===== src/rtl/sensor_hub_decoder.sv =====
// Command decoder for a bank of DHT11-style sensors: one read at a time,
// checksum validation, and an optional periodic monitor on one channel.
module sensor_hub_decoder #(
  parameter int NUM_SENSORS    = 4,
  parameter int ADDR_W         = 5,
  parameter int MONITOR_PERIOD = 100000000,
  parameter int TIMEOUT_CYCLES = 5000000
) (
  input  logic                      clock,
  input  logic                      reset,
  input  logic                      enable,
  input  logic [ADDR_W-1:0]         device_address,
  input  logic [7:0]                request,
  output logic [7:0]                response,
  output logic [7:0]                response_code,
  output logic                      finished,
  output logic                      busy,
  output logic                      monitoring,
  output logic [NUM_SENSORS-1:0]    sensor_start,
  input  logic [NUM_SENSORS-1:0]    sensor_done,
  input  logic [NUM_SENSORS-1:0]    sensor_error,
  input  logic [40*NUM_SENSORS-1:0] sensor_data,
  output logic [1:0]                dbg_state_o
);

  localparam int MON_W = $clog2(MONITOR_PERIOD + 1);
  localparam int TO_W  = $clog2(TIMEOUT_CYCLES + 1);

  typedef enum logic [1:0] {S_IDLE, S_READ, S_RESPOND, S_MON_WAIT} state_e;

  state_e            state_q, state_d;
  logic [7:0]        req_q, response_q, resp_d, code_q, code_d;
  logic [ADDR_W-1:0] ch_q, mon_ch_q, mon_ch_d;
  logic              addr_bad_q, sample_q, fin_q, fin_d;
  logic              res_err_q, res_bad_q, res_to_q;
  logic [7:0]        res_temp_q, res_hum_q;
  logic              mon_q, mon_d, mon_hum_q, mon_hum_d, mon_clr, pend_q;
  logic [MON_W-1:0]  mon_cnt_q;
  logic [TO_W-1:0]   timer_q;

  logic [39:0]            frame;
  logic                   done_sel, err_sel;
  logic [NUM_SENSORS-1:0] start_vec;
  logic [7:0]             cks_sum, fail_byte;
  logic                   cks_bad, read_ok, timeout, expiry, idle, accept;
  logic                   addr_bad, is_read, start_sample;

  always_comb begin
    frame     = '0;
    done_sel  = 1'b0;
    err_sel   = 1'b0;
    start_vec = '0;
    for (int i = 0; i < NUM_SENSORS; i++) begin
      if (ch_q == ADDR_W'(i)) begin
        frame        = sensor_data[40*i +: 40];
        done_sel     = sensor_done[i];
        err_sel      = sensor_error[i];
        start_vec[i] = 1'b1;
      end
    end
  end

  assign cks_sum   = frame[39:32] + frame[31:24] + frame[23:16] + frame[15:8];
  assign cks_bad   = (cks_sum != frame[7:0]);
  assign read_ok   = !res_err_q && !res_bad_q && !res_to_q;
  assign fail_byte = {5'b11100, res_err_q, res_bad_q, res_to_q};
  assign timeout   = (timer_q == TO_W'(TIMEOUT_CYCLES - 1));
  assign expiry    = mon_q && (mon_cnt_q == MON_W'(MONITOR_PERIOD - 1));
  assign idle      = (state_q == S_IDLE) || (state_q == S_MON_WAIT);
  assign accept    = idle && enable;
  assign addr_bad  = int'(device_address) >= NUM_SENSORS;
  assign is_read   = (request <= 8'h04);
  // A client request in the same cycle wins; the sample remains pending.
  assign start_sample = idle && !enable && (pend_q || expiry);

  always_ff @(posedge clock or posedge reset) begin
    if (reset) state_q <= S_IDLE;
    else       state_q <= state_d;
  end

  always_comb begin
    state_d = state_q;
    case (state_q)
      S_IDLE, S_MON_WAIT: begin
        if (accept)            state_d = (addr_bad || !is_read) ? S_RESPOND : S_READ;
        else if (start_sample) state_d = S_READ;
        else                   state_d = mon_q ? S_MON_WAIT : S_IDLE;
      end
      S_READ:    if (done_sel || timeout) state_d = S_RESPOND;
      S_RESPOND: state_d = mon_d ? S_MON_WAIT : S_IDLE;
      default:   state_d = S_IDLE;
    endcase
  end

  always_comb begin
    resp_d    = response_q;
    code_d    = code_q;
    fin_d     = 1'b0;
    mon_d     = mon_q;
    mon_hum_d = mon_hum_q;
    mon_ch_d  = mon_ch_q;
    mon_clr   = 1'b0;
    if (state_q == S_RESPOND) begin
      fin_d = 1'b1;
      if (sample_q) begin
        code_d = read_ok ? (mon_hum_q ? 8'h14 : 8'h13) : 8'hEE;
        resp_d = read_ok ? (mon_hum_q ? res_hum_q : res_temp_q) : fail_byte;
      end else if (addr_bad_q) begin
        code_d = 8'hED;
        resp_d = 8'hED;
      end else begin
        case (req_q)
          8'h00: begin
            code_d = 8'h10;
            resp_d = read_ok ? 8'h11 : 8'h12;
          end
          8'h01: begin
            code_d = read_ok ? 8'h13 : 8'hEE;
            resp_d = read_ok ? res_temp_q : fail_byte;
          end
          8'h02: begin
            code_d = read_ok ? 8'h14 : 8'hEE;
            resp_d = read_ok ? res_hum_q : fail_byte;
          end
          8'h03, 8'h04: begin
            code_d = read_ok ? ((req_q == 8'h04) ? 8'h16 : 8'h15) : 8'hEE;
            resp_d = read_ok ? 8'hCA : fail_byte;
            if (read_ok) begin
              mon_d     = 1'b1;
              mon_hum_d = (req_q == 8'h04);
              mon_ch_d  = ch_q;
              mon_clr   = 1'b1;
            end
          end
          8'h05, 8'h06: begin
            code_d = (req_q == 8'h06) ? 8'h18 : 8'h17;
            resp_d = 8'hEA;
            if (mon_q && (mon_hum_q == (req_q == 8'h06))) begin
              resp_d  = 8'hCA;
              mon_d   = 1'b0;
              mon_clr = 1'b1;
            end
          end
          default: begin
            code_d = 8'hEC;
            resp_d = 8'hEC;
          end
        endcase
      end
    end
  end

  always_ff @(posedge clock or posedge reset) begin
    if (reset) begin
      req_q      <= '0;
      ch_q       <= '0;
      addr_bad_q <= 1'b0;
      sample_q   <= 1'b0;
      response_q <= '0;
      code_q     <= '0;
      fin_q      <= 1'b0;
      timer_q    <= '0;
      res_err_q  <= 1'b0;
      res_bad_q  <= 1'b0;
      res_to_q   <= 1'b0;
      res_temp_q <= '0;
      res_hum_q  <= '0;
      mon_q      <= 1'b0;
      mon_hum_q  <= 1'b0;
      mon_ch_q   <= '0;
      mon_cnt_q  <= '0;
      pend_q     <= 1'b0;
    end else begin
      response_q <= resp_d;
      code_q     <= code_d;
      fin_q      <= fin_d;
      mon_q      <= mon_d;
      mon_hum_q  <= mon_hum_d;
      mon_ch_q   <= mon_ch_d;
      timer_q    <= (state_q == S_READ) ? timer_q + 1'b1 : '0;
      if (accept) begin
        req_q      <= request;
        ch_q       <= device_address;
        addr_bad_q <= addr_bad;
        sample_q   <= 1'b0;
      end else if (start_sample) begin
        ch_q     <= mon_ch_q;
        sample_q <= 1'b1;
      end
      // Result is frozen on the done/timeout edge; later done pulses are ignored.
      if (state_q == S_READ && (done_sel || timeout)) begin
        res_err_q  <= done_sel && err_sel;
        res_bad_q  <= done_sel && cks_bad;
        res_to_q   <= !done_sel;
        res_temp_q <= frame[23:16];
        res_hum_q  <= frame[39:32];
      end
      if (mon_clr || !mon_q || expiry) mon_cnt_q <= '0;
      else                             mon_cnt_q <= mon_cnt_q + 1'b1;
      if (mon_clr || start_sample) pend_q <= 1'b0;
      else if (expiry)             pend_q <= 1'b1;
    end
  end

  assign response      = response_q;
  assign response_code = code_q;
  assign finished      = fin_q;
  assign busy          = (state_q == S_READ) || (state_q == S_RESPOND);
  assign monitoring    = mon_q;
  assign sensor_start  = (state_q == S_READ) ? start_vec : '0;
  assign dbg_state_o   = state_q;

endmodule


===== config.mk =====
export PLATFORM = sky130hd
export DESIGN_NAME = sensor_hub_decoder
export DESIGN_NICKNAME = d
export VERILOG_FILES = /design/src/rtl/sensor_hub_decoder.sv
export SDC_FILE = /design/constraint.sdc
export NUM_CORES = 1
export LEC_CHECK = 0
export CAP_MARGIN = 10
export CORE_UTILIZATION = 45
export CTS_CLUSTER_SIZE = 14
export DETAILED_ROUTE_END_ITERATION = 7
export HOLD_SLACK_MARGIN = 0.08
export PLACE_DENSITY = 0.78
export SYNTH_ARGS = -nofsm -noshare
export SYNTH_HDL_FRONTEND = slang
export SYNTH_SLANG_ARGS = --single-unit

===== constraint.sdc =====
create_clock -name clock -period 5.1 [get_ports clock]
set_clock_uncertainty 0.1 [all_clocks]
set_input_delay 1.02 -clock clock [delete_from_list [all_inputs] [get_ports clock]]
set_output_delay 1.02 -clock clock [all_outputs]
set_load 0.05 [all_outputs]

# Yosys cells after proc, flatten, opt, wreduce, memory -nomap -nowiden
# Index checks and enable logic that the tools add are counted.
# op_classes
n_lt_le_gt_ge,2
add_sub_neg,5
reduce_logical,34
mux,65
n_bitwise,2
eq_ne,17
# op_table
cell,count
$mux 40,4
$mux 8,12
$pmux 8 s5,2
$add 27x1->27 const B,1
$eq 27x27->1 const B,1
$mux 1,27
$mux 27,1
$add 8x8->8,3
$eq 8x3->1 const B,3
$add 23x1->23 const B,1
$eq 23x23->1 const B,1
$mux 23,1
$eq 8x2->1 const B,2
$mux 2,8
$mux 6,2
$eq 5x2->1 const B,2
$logic_and 1x1->1,10
$mux 5,2
$eq 8x1->1 const B,1
$le 8x3->1 const B,1
$logic_not 8->1,1
$logic_or 1x1->1,8
$mux 4,2
$ne 8x8->1,1
16 further kinds,28
# totals
word_cells,144
in_bits,184
out_inout_bits,25
regBits,111

# Depth between registers and ports, before layout
# Gate-level depths: netlist (run 1).
# logic_depth
ltp_word,11
depth_mapped,20
ltp_nobuf,19

# Least setup slack after synthesis (run 1)
# No wires, ideal clock.
# synth_path
kind,reg-to-reg
from,register ch_q[2]
to,register res_bad_q
stages_incl_launch_ff,19
setup_ps,131
arrival_time_ps,4364
required_time_ps,4869
synth_period_minus_slack_ps,4595
setup_slack_ps,505
n_path_buf,2
path_cell_list,dfrtp_1 or3_4 nor3_2 clkbuf_1 buf_1 a222oi_1 fa_1 fa_1 inv_1 ha_1 inv_1 fa_1 inv_1 a21oi_1 o21bai_1 xnor2_1 xor2_1 and4_1 a31oi_1
# synth_between
elab_chain_len,10
word_cells_on_any_way,19
classes_between,add/sub (3); eq/ne (4); mux (8); reduce/logical (4)
# synth_rtl
item,line_no,text
start: declaration,33,"logic [ADDR_W-1:0] ch_q, mon_ch_q, mon_ch_d;"
start signal: assignment,183,ch_q <= device_address;
start signal: assignment,187,ch_q <= mon_ch_q;
$logic_not 5->1,54,if (ch_q == ADDR_W'(i)) begin
$mux 40 (4 in series),54,
$add 8x8->8 (3 in series),63,assign cks_sum = frame[39:32] + frame[31:24] + frame[23:16] + frame[15:8];
$ne 8x8->1,64,assign cks_bad = (cks_sum != frame[7:0]);
$logic_and 1x1->1,193,res_bad_q <= done_sel && cks_bad;
end signal: assignment,193,
end: declaration,35,"logic res_err_q, res_bad_q, res_to_q;"
# Several ways; a longest one is shown, not always the timed one.
# A chain may end at the register's enable or synchronous reset.

# Worst setup path in the final report (run 1)
# layout_path
from,register ch_q[4]
to,register res_bad_q
# layout_between
word_cells_on_any_way,19
classes_between,add/sub (3); eq/ne (4); mux (8); reduce/logical (4)
# layout_rtl
item,line_no,text
$logic_not 5->1,54,
$mux 40 (3 in series),54,
$mux 40 *,54,
net frame[19],41,logic [39:0] frame;
$add 8x8->8 * (2 in series),63,
$ne 8x8->1 *,64,
$logic_and 1x1->1 *,193,
# Mark *: on every way through the listed nets, which the timed path passes. The rest lies on a longest branch.

==> results of run 1 <==
routing by layer:
metal | track usage | vias to the layer above | routed length [um]
li1 | - | 3236 | -
met1 | 0.310 | 3142 | 8410
met2 | 0.437 | 253 | 10100
met3 | 0.0384 | 43 | 1200
met4 | 0.120 | 0 | 707
met5 | 0 | - | 0
cells in the final DEF (no fill, tap or decap), types with 4 or more instances in the layout:
| cell type | netlist | routed |
|---|---|---|
| nand2_1 | 80 | 80 |
| or3_1 | 6 | 6 |
| inv_1 | 28 | 27 |
| nand2b_1 | 5 | 5 |
| nand4_1 | 10 | 10 |
| o21ai_0 | 58 | 58 |
| a31oi_1 | 4 | 4 |
| a222oi_1 | 18 | 18 |
| clkbuf_16 | 0 | 9 |
| dfrtp_1 | 109 | 109 |
| a2bb2oi_1 | 4 | 4 |
| and3_1 | 9 | 9 |
| mux2_2 | 27 | 27 |
| ha_1 | 11 | 11 |
| nor2_1 | 74 | 74 |
| bufinv_16 | 0 | 5 |
| fa_1 | 14 | 14 |
| and2_1 | 23 | 23 |
| o211ai_1 | 4 | 4 |
| mux2i_1 | 23 | 23 |
| nand3_1 | 34 | 34 |
| a21boi_0 | 6 | 6 |
| a21oi_1 | 40 | 40 |
| mux4_2 | 4 | 4 |
| nor2b_1 | 8 | 8 |
| buf_4 | 5 | 17 |
| nor4_1 | 6 | 6 |
| a22oi_1 | 15 | 15 |
| xnor2_1 | 34 | 34 |
| xor2_1 | 22 | 22 |
| clkdlybuf4s50_1 | 0 | 207 |
| nor3_1 | 12 | 12 |
worst max-delay path, stage by stage (launching register included):
cell	delay (ns)
dfrtp_1	0.54
nor3_4	0.24
buf_4	0.18
nand2_1	0.09
nor2_1	0.22
buf_4	0.22
a222oi_1	0.11
a21oi_1	0.37
fa_1	0.49
fa_1	0.50
ha_1	0.35
a21oi_1	0.23
o21bai_1	0.09
a21oi_1	0.19
xnor2_1	0.09
nor4_1	0.27
a31oi_1	0.12
sequential cells by signal (all words and copies together), names as in the netlist, 5 cells and up:
signal / count
response_code: 6
mon_ch_q: 5
ch_q: 5
mon_cnt_q: 27
req_q: 8
timer_q: 23
res_temp_q: 8
response: 8
res_hum_q: 8
cell families (layout without fill, tap and decap cells):
kind of cell | count (synthesis) | in the layout
AOI/OAI and AO/OA | 180 | 180
xor gates and xnor gates | 58 | 58
adders and majority gates | 25 | 25
buffers and inverters | 75 | 271
DFF | 109 | 109
muxes | 55 | 55
other | 0 | 1
and+or+nand+nor | 292 | 292
final cells by class:
type	count	share of cell area
Tap cell	216	0.0270
Sequential cell	109	0.273
Clock buffer	10	0.0229
Inverter	29	0.0111
Timing Repair Buffer	226	0.224
Clock inverter	6	0.0159
Multi-Input combinational cell	610	0.426
Antenna cell	1	0.000250
stage by stage:
| stage | total power [mW] | cell area [um^2] | std cells | utilization | worst slack, ns |
|---|---|---|---|---|---|
| after global routing | 8.57 | 10000 | 1207 | 0.629 | 0.332 |
| after floorplan | 5.57 | 7300 | 794 | - | 0.505 |
| after CTS | 7.96 | 9990 | 1206 | 0.629 | 0.578 |
| after global placement | 6.88 | 9610 | 1190 | 0.605 | 0.257 |
| final | 7.98 | 10000 | 1207 | 0.629 | 0.566 |
| after detailed placement | 7.05 | 9610 | 1190 | 0.605 | 0.222 |
final timing paths:
path / to / slack [ns] / start / cells past startpoint
setup / recovery: res_bad_q / 0.57 / ch_q[4] / 16
hold / removal: mon_ch_q[1] / 0.39 / mon_ch_q[1] / 2
setup reg to reg: res_bad_q / 0.57 / ch_q[4] / 16
hold reg to reg: mon_ch_q[1] / 0.39 / mon_ch_q[1] / 2
max in group asynchronous: mon_cnt_q[12] / 2.83 / reset / 3
min in group asynchronous: finished / 1.13 / reset / 2
where the power goes:
group / switching [mW] / leakage, nW / internal [mW]
sequential: 0.240 / 1.42 / 1.04
clock: 0.317 / 0.187 / 0.580
combinational: 3.08 / 2.49 / 2.72
total: 3.64 / 4.10 / 4.34
==> impl_metrics.toml, run 1 <==
[outcome]
outcome = "finished, final reports clean"

[drt]
drc_errors = 0
wl_mm = 20.5
postRouteAntennaNets = 0
via_per_inst = 5.53
drtIter0Drc = 548
avgRoutedWirePerCell_um = 16.9
via_count = 6674
first_pass_iters = 7

[floorplan]
fp.dieH_um = 129
io_pins = 209
num_rows = 46
coreArea_um2 = 15900
die_w_um = 129
initial_core_util = 0.460
die_area_um2 = 16700

[logic_synthesis]
synth_top_family_by_area = "simple AND/OR/NAND/NOR gates"
synthFlopType = "dfrtp_1"
synth_compound_area_frac = 0.162
synth_edf_count = 0
ys_seq_area_frac = 0.373
synth_top_area_frac = 0.373
netlist_top_cells_area = "dfrtp_1, mux2_2, nand2_1"
synth_most_common_cell = "dfrtp_1"
synth-seq-cells = 109
syn-num-nets = 1003
yosysTopAreaCell = "dfrtp_1"
syn_inst = 794
avgSynthCellArea_um2 = 9.20
synth_fa_ha_area_frac = 0.0572
synth_area_um2 = 7300
synthDistinctLibCells = 72
yosys.area_share.simple = 0.203
yosysWarnings = 0
synthMuxAreaShare = 0.0870
yosys-top-cells-count = "dfrtp_1, nand2_1, nor2_1"
synthArstFlopShare = 1.00
yosys.area_share.xor_xnor = 0.0733

[timing]
whs_ns = 0.388
fin_setup_tns_ns = 0
rsz0062_at_grt = "no"
finalHoldViolations = 0
clock.fmax_mhz = 221
fin_crit_ns = 4.53
slew_viol_final = 0
setup_viol = 0
slew_headroom = 0.259
fin_crit_sh = 0.889
tightest_slew_ns = 1.11

[worst_setup_path]
crit_fanout = 9
path_class = "flip-flop to flip-flop"
crit_path_end_kind = "flip-flop"
cp-start-kind = "flip-flop"
arrival_ns = 4.66
required_ns = 5.23

[pwr]
p_leak_nw = 4.10
powerDensity_nw_per_um2 = 798
peakVddDrop_mv = 0.663

[clock_network]
cts-root-buf = "clkbuf_16"
clkTransAtPathRegs_ns = 0.07
ctsHoldBuffers = 0
post_cts_buffers = 0
cts_buffers = 9
insertion_delay_ns = 0.35
cts_buffer_depth = 2
post_cts_resized = 0
cts.sinks = 109
cts_tree = "yes"
htree_levels = 3

[global_route]
overflow = 0
first_global_vias = 6532
antenna_found_initial = 1
grt_pass1_wl_mm = 32.7
grt_max_degree = 81
track_usage = 0.253

[cells_and_area]
area_delta_synth_final_pct = 36.9
seqCellArea_um2 = 2730
final_layout_size_suffix_gt1_frac = 0.0798
nets = 1194
fill_cells = 1381
multi_input_area_um2 = 4260

[placed_design]
io_buffers = 208
hpwl_mm = 15.8
gp_congestion = 0.901

[job]
max-cap-violations = 0

[hold_path]
hp-class = "flip-flop to flip-flop"
Power figures use the tool's default switching activity.
==> run 2: changes to the inputs <==
Settings changed: DONT_BUFFER_PORTS set to 1, PLACE_DENSITY 0.78 to 0.62.
==> run 2 against run 1 <==
Compared with the run above:
- combinational power decreased by 8.3%
- setup slack got worse by 0.19 ns
- via count decreased by 9.2%
- largest cell class unchanged
- fmax decreased by 3.9%
- flip-flop and latch count unchanged
- design area decreased by 22%
- non-clock buffer count decreased by 208
- sequential power increased by 13%
- first-iteration DRC count decreased by 32%
- hold slack got worse by 0.0060 ns
- critical path depth unchanged
- global-route usage decreased by 0.29 points
==> impl_metrics.toml, run 2 (same netlist as run 1, synthesis figures left out) <==
[outcome]
outcome = "finished, final reports clean"

[timing]
slew_viol_final = 0
clock.fmax_mhz = 212
slew_headroom = 0.256
tightest_slew_ns = 1.10
fin_crit_sh = 0.925
fin_crit_ns = 4.72
rsz0062_at_grt = "no"
finalHoldViolations = 0
fin_setup_tns_ns = 0
setup_viol = 0

[drt]
drtIter0Drc = 370
avgRoutedWirePerCell_um = 20.6
drc_errors = 0
via_per_inst = 6.06
postRouteAntennaNets = 0
first_pass_iters = 5
wl_mm = 20.6
via_count = 6057

[clock_network]
post_cts_buffers = 0
ctsHoldBuffers = 0
cts_buffers = 9
insertion_delay_ns = 0.35
cts-root-buf = "clkbuf_16"
post_cts_resized = 0
cts.sinks = 109
htree_levels = 3
clkTransAtPathRegs_ns = 0.07
cts_tree = "yes"
cts_buffer_depth = 2

[hold_path]
hp-class = "flip-flop to flip-flop"

[placed_design]
hpwl_mm = 16.0
gp_congestion = 0.912
io_buffers = 0
placed_area_um2 = 7500

[pwr]
powerDensity_nw_per_um2 = 956
power.total_mw = 7.46
p_leak_nw = 3.23
peakVddDrop_mv = 1.15

[global_route]
first_global_vias = 5826
grt_pass1_wl_mm = 31.8
track_usage = 0.250
overflow = 0
antenna_found_initial = 4
grt_max_degree = 67

[worst_setup_path]
crit_fanout = 15
arrival_ns = 4.84
worst-path-buf-inv = 4
crit_path_end_kind = "flip-flop"
crit_family = "adder cells"
crit_chain = "or3_4, nor3_4, buf_4, a222oi_1, fa_1, inv_1, fa_1, inv_1, fa_1, inv_1, a21oi_1, o21bai_1, xnor2_1, xor2_1, and4_1, a31oi_1"
required_ns = 5.23
worst_path_largest_cell_delay_ns = 0.53
cp_slowest_cell = "fa_1"
cp-start-kind = "flip-flop"
path_class = "flip-flop to flip-flop"

[cells_and_area]
reg_top3 = "mon_cnt_q (27), timer_q (23)"
regMostFlops = "mon_cnt_q"
final_layout_size_suffix_gt1_frac = 0.0962
area_delta_synth_final_pct = 6.89
final_common_cell = "dfrtp_1"
nets = 986
largest_reg_flops = 27
final_cell_area_um2 = 7810
mostFrequentLayoutCells = "dfrtp_1, nand2_1, nor2_1, o21ai_0, a21oi_1"

[floorplan]
num_rows = 46
coreArea_um2 = 15900
die_area_um2 = 16700
die_w_um = 129
initial_core_util = 0.460
io_pins = 209
fp.dieH_um = 129

[job]
max-cap-violations = 0
-- run 2: cell types whose count changed in the layout (fill, tap and decap cells not counted), sizes merged --
cell	before	now
clkbuf	10	12
bufinv	5	1
diode	1	4
buf	19	18
clkdlybuf4s50	207	0
-- run 2: per-layer routing --
metal,track usage,wire length (um),vias up
met1,0.312,8530,2937
met2,0.424,10300,262
li1,-,-,2818
met5,0,0,-
met3,0.0450,1150,40
met4,0.112,666,0
-- run 2: stage by stage --
step                 util  worst slack (ns)  cells  hold slack [ns]
finish              0.491             0.380   1000            0.382
global route        0.491             0.162   1000            0.400
CTS                 0.490             0.403    995            0.382
detailed placement  0.472             0.424    981            0.365
global placement    0.472             0.576    981            0.360
floorplan               -             0.505    794            0.346
-- run 2: area by class of cell --
| type | instances | area [um^2] |
|---|---|---|
| fillers | 1519 | 8080 |
| multi-input cells | 610 | 4260 |
| flip-flops and latches | 109 | 2730 |
| well taps | 216 | 270 |
| clock buffers | 12 | 246 |
| repair buffers | 18 | 143 |
| inverters | 29 | 111 |
| clock inverters | 2 | 35.0 |
| diodes | 4 | 10.0 |
-- run 2: worst paths after layout --
check	startpoint	endpoint	slack, ns	cells past startpoint
worst max register to register	ch_q[2]	res_bad_q	0.38	16
min in group asynchronous	reset	response_code[6]	0.59	1
worst min register to register	mon_ch_q[1]	mon_ch_q[1]	0.38	2
worst max-delay path	ch_q[2]	res_bad_q	0.38	16
max in group asynchronous	reset	timer_q[17]	3.20	2
worst min-delay path	mon_ch_q[1]	mon_ch_q[1]	0.38	2
-- run 2: power by group --
group	internal (mW)	switching, mW
clock network	0.388	0.297
logic	2.48	2.84
registers	1.04	0.413
total	3.91	3.55
-- run 2: tightest hold or removal path: stages, from the launching register on --
cell and delay (ns):
dfrtp_1 0.35, nand2_1 0.05, nand2_1 0.05
==> run 3: changes to the inputs <==
Settings changed: SKIP_LAST_GASP set to 1, SLEW_MARGIN set to 20.
==> run 3 against run 2 <==
Compared with the run above:
- non-clock buffer count increased by 1
- global-route usage unchanged
- first-iteration DRC count increased by 6.5%
- combinational power about the same
- sequential share of layout area about the same
- fmax about the same
- final cell count increased by 0.10%
- critical endpoint unchanged
- hold slack improved by 0.0028 ns
- via count decreased by 0.31%
- critical path type unchanged
- count of clock-buffer cells in the layout unchanged
==> impl_metrics.toml, run 3 (same netlist as run 1, synthesis figures left out) <==
[outcome]
outcome = "finished, final reports clean"

[drt]
via_per_inst = 6.03
drc_errors = 0
wl_mm = 20.6
avgRoutedWirePerCell_um = 20.6
first_pass_iters = 6
via_count = 6038
postRouteAntennaNets = 0
drtIter0Drc = 394

[clock_network]
htree_levels = 3
cts.sinks = 109
post_cts_resized = 0
cts_buffers = 9
cts_buffer_depth = 2
insertion_delay_ns = 0.35
ctsHoldBuffers = 0
cts-root-buf = "clkbuf_16"
clkTransAtPathRegs_ns = 0.07
cts_tree = "yes"
post_cts_buffers = 0

[cells_and_area]
nets = 987
area_delta_synth_final_pct = 6.99
final_layout_size_suffix_gt1_frac = 0.0973
regMostFlops = "mon_cnt_q"
final_cell_area_um2 = 7820
largest_reg_flops = 27
mostFrequentLayoutCells = "dfrtp_1, nand2_1, nor2_1, o21ai_0, a21oi_1"
fill_cells = 1520
final_common_cell = "dfrtp_1"
reg_top3 = "mon_cnt_q (27), timer_q (23)"

[timing]
tightest_slew_ns = 1.07
fin_crit_ns = 4.72
clock.fmax_mhz = 212
slew_viol_final = 0
finalHoldViolations = 0
rsz0062_at_grt = "no"
fin_crit_sh = 0.925
fin_setup_tns_ns = 0
setup_viol = 0
slew_headroom = 0.288

[placed_design]
gp_congestion = 0.912
hpwl_mm = 16.0
io_buffers = 0
placed_area_um2 = 7500

[job]
max-cap-violations = 0

[worst_setup_path]
required_ns = 5.22
cp_slowest_cell = "fa_1"
crit_family = "adder cells"
cp-start-kind = "flip-flop"
path_common_cell = "a21oi_1"
crit_chain = "or3_4, nor3_4, buf_4, a222oi_1, a21oi_1, fa_1, fa_1, ha_1, a21oi_1, o21bai_1, a21oi_1, xnor2_1, nor4_1, a31oi_1"
crit_fanout = 12
crit_path_end_kind = "flip-flop"
worst-path-buf-inv = 1
worst_path_largest_cell_delay_ns = 0.50
path_class = "flip-flop to flip-flop"
arrival_ns = 4.84

[floorplan]
die_w_um = 129
initial_core_util = 0.460
coreArea_um2 = 15900
die_area_um2 = 16700
fp.dieH_um = 129
num_rows = 46
io_pins = 209

[global_route]
first_global_vias = 5826
grt_pass1_wl_mm = 31.8
antenna_found_initial = 4
overflow = 0
track_usage = 0.250
grt_max_degree = 67

[pwr]
powerDensity_nw_per_um2 = 955
peakVddDrop_mv = 1.15
p_leak_nw = 3.24

[hold_path]
hp-class = "flip-flop to flip-flop"
[run 3: cell types whose count changed in the layout (fill, tap and decap cells not counted), sizes merged]
cell	delta
buf	+1
[run 3: power by group]
group	leakage (nW)	internal (mW)	switching, mW	total [mW]
clock network	0.139	0.388	0.296	0.684
registers	1.42	1.04	0.413	1.45
logic	1.67	2.49	2.84	5.33
[run 3: worst min-delay path: stages (launching register included)]
cell and delay, ns:
dfrtp_1 0.35, nand2_1 0.05, nand2_1 0.05
[run 3: per-stage QoR]
step	worst slack, ns	util	std cells	hold slack, ns	power (mW)
after floorplan	0.505	-	794	0.346	5.57
after CTS	0.403	0.490	995	0.382	7.48
after global placement	0.576	0.472	981	0.360	6.61
after detailed placement	0.424	0.472	981	0.365	6.78
final	0.385	0.492	1001	0.385	7.47
after global routing	0.162	0.492	1001	0.400	8.06
[run 3: path summary, 6_finish.rpt]
path / start / endpoint / slack, ns / depth (start not counted)
min: mon_ch_q[3] / mon_ch_q[3] / 0.38 / 2
max in group asynchronous: reset / timer_q[17] / 3.21 / 2
min reg2reg: mon_ch_q[3] / mon_ch_q[3] / 0.38 / 2
min in group asynchronous: reset / response_code[3] / 0.60 / 1
max: ch_q[2] / res_bad_q / 0.38 / 14
max reg2reg: ch_q[2] / res_bad_q / 0.38 / 14
[run 3: cell type report]
cell class,count,area [um^2],area share
multi-input cells,610,4260,0.546
flip-flops and latches,109,2730,0.349
well taps,216,270,0.0346
clock buffers,12,246,0.0315
repair buffers,19,150,0.0192
inverters,29,111,0.0142
clock inverters,2,35.0,0.00448
diodes,4,10.0,0.00128
[run 3: per-layer routing]
metal  GRT usage  wire, um  vias to the layer above
li1            -         -                     2819
met1       0.312      8490                     2920
met2       0.424     10300                      257
met3      0.0450      1160                       42
met4       0.112       702                        0
met5           0         0                        -
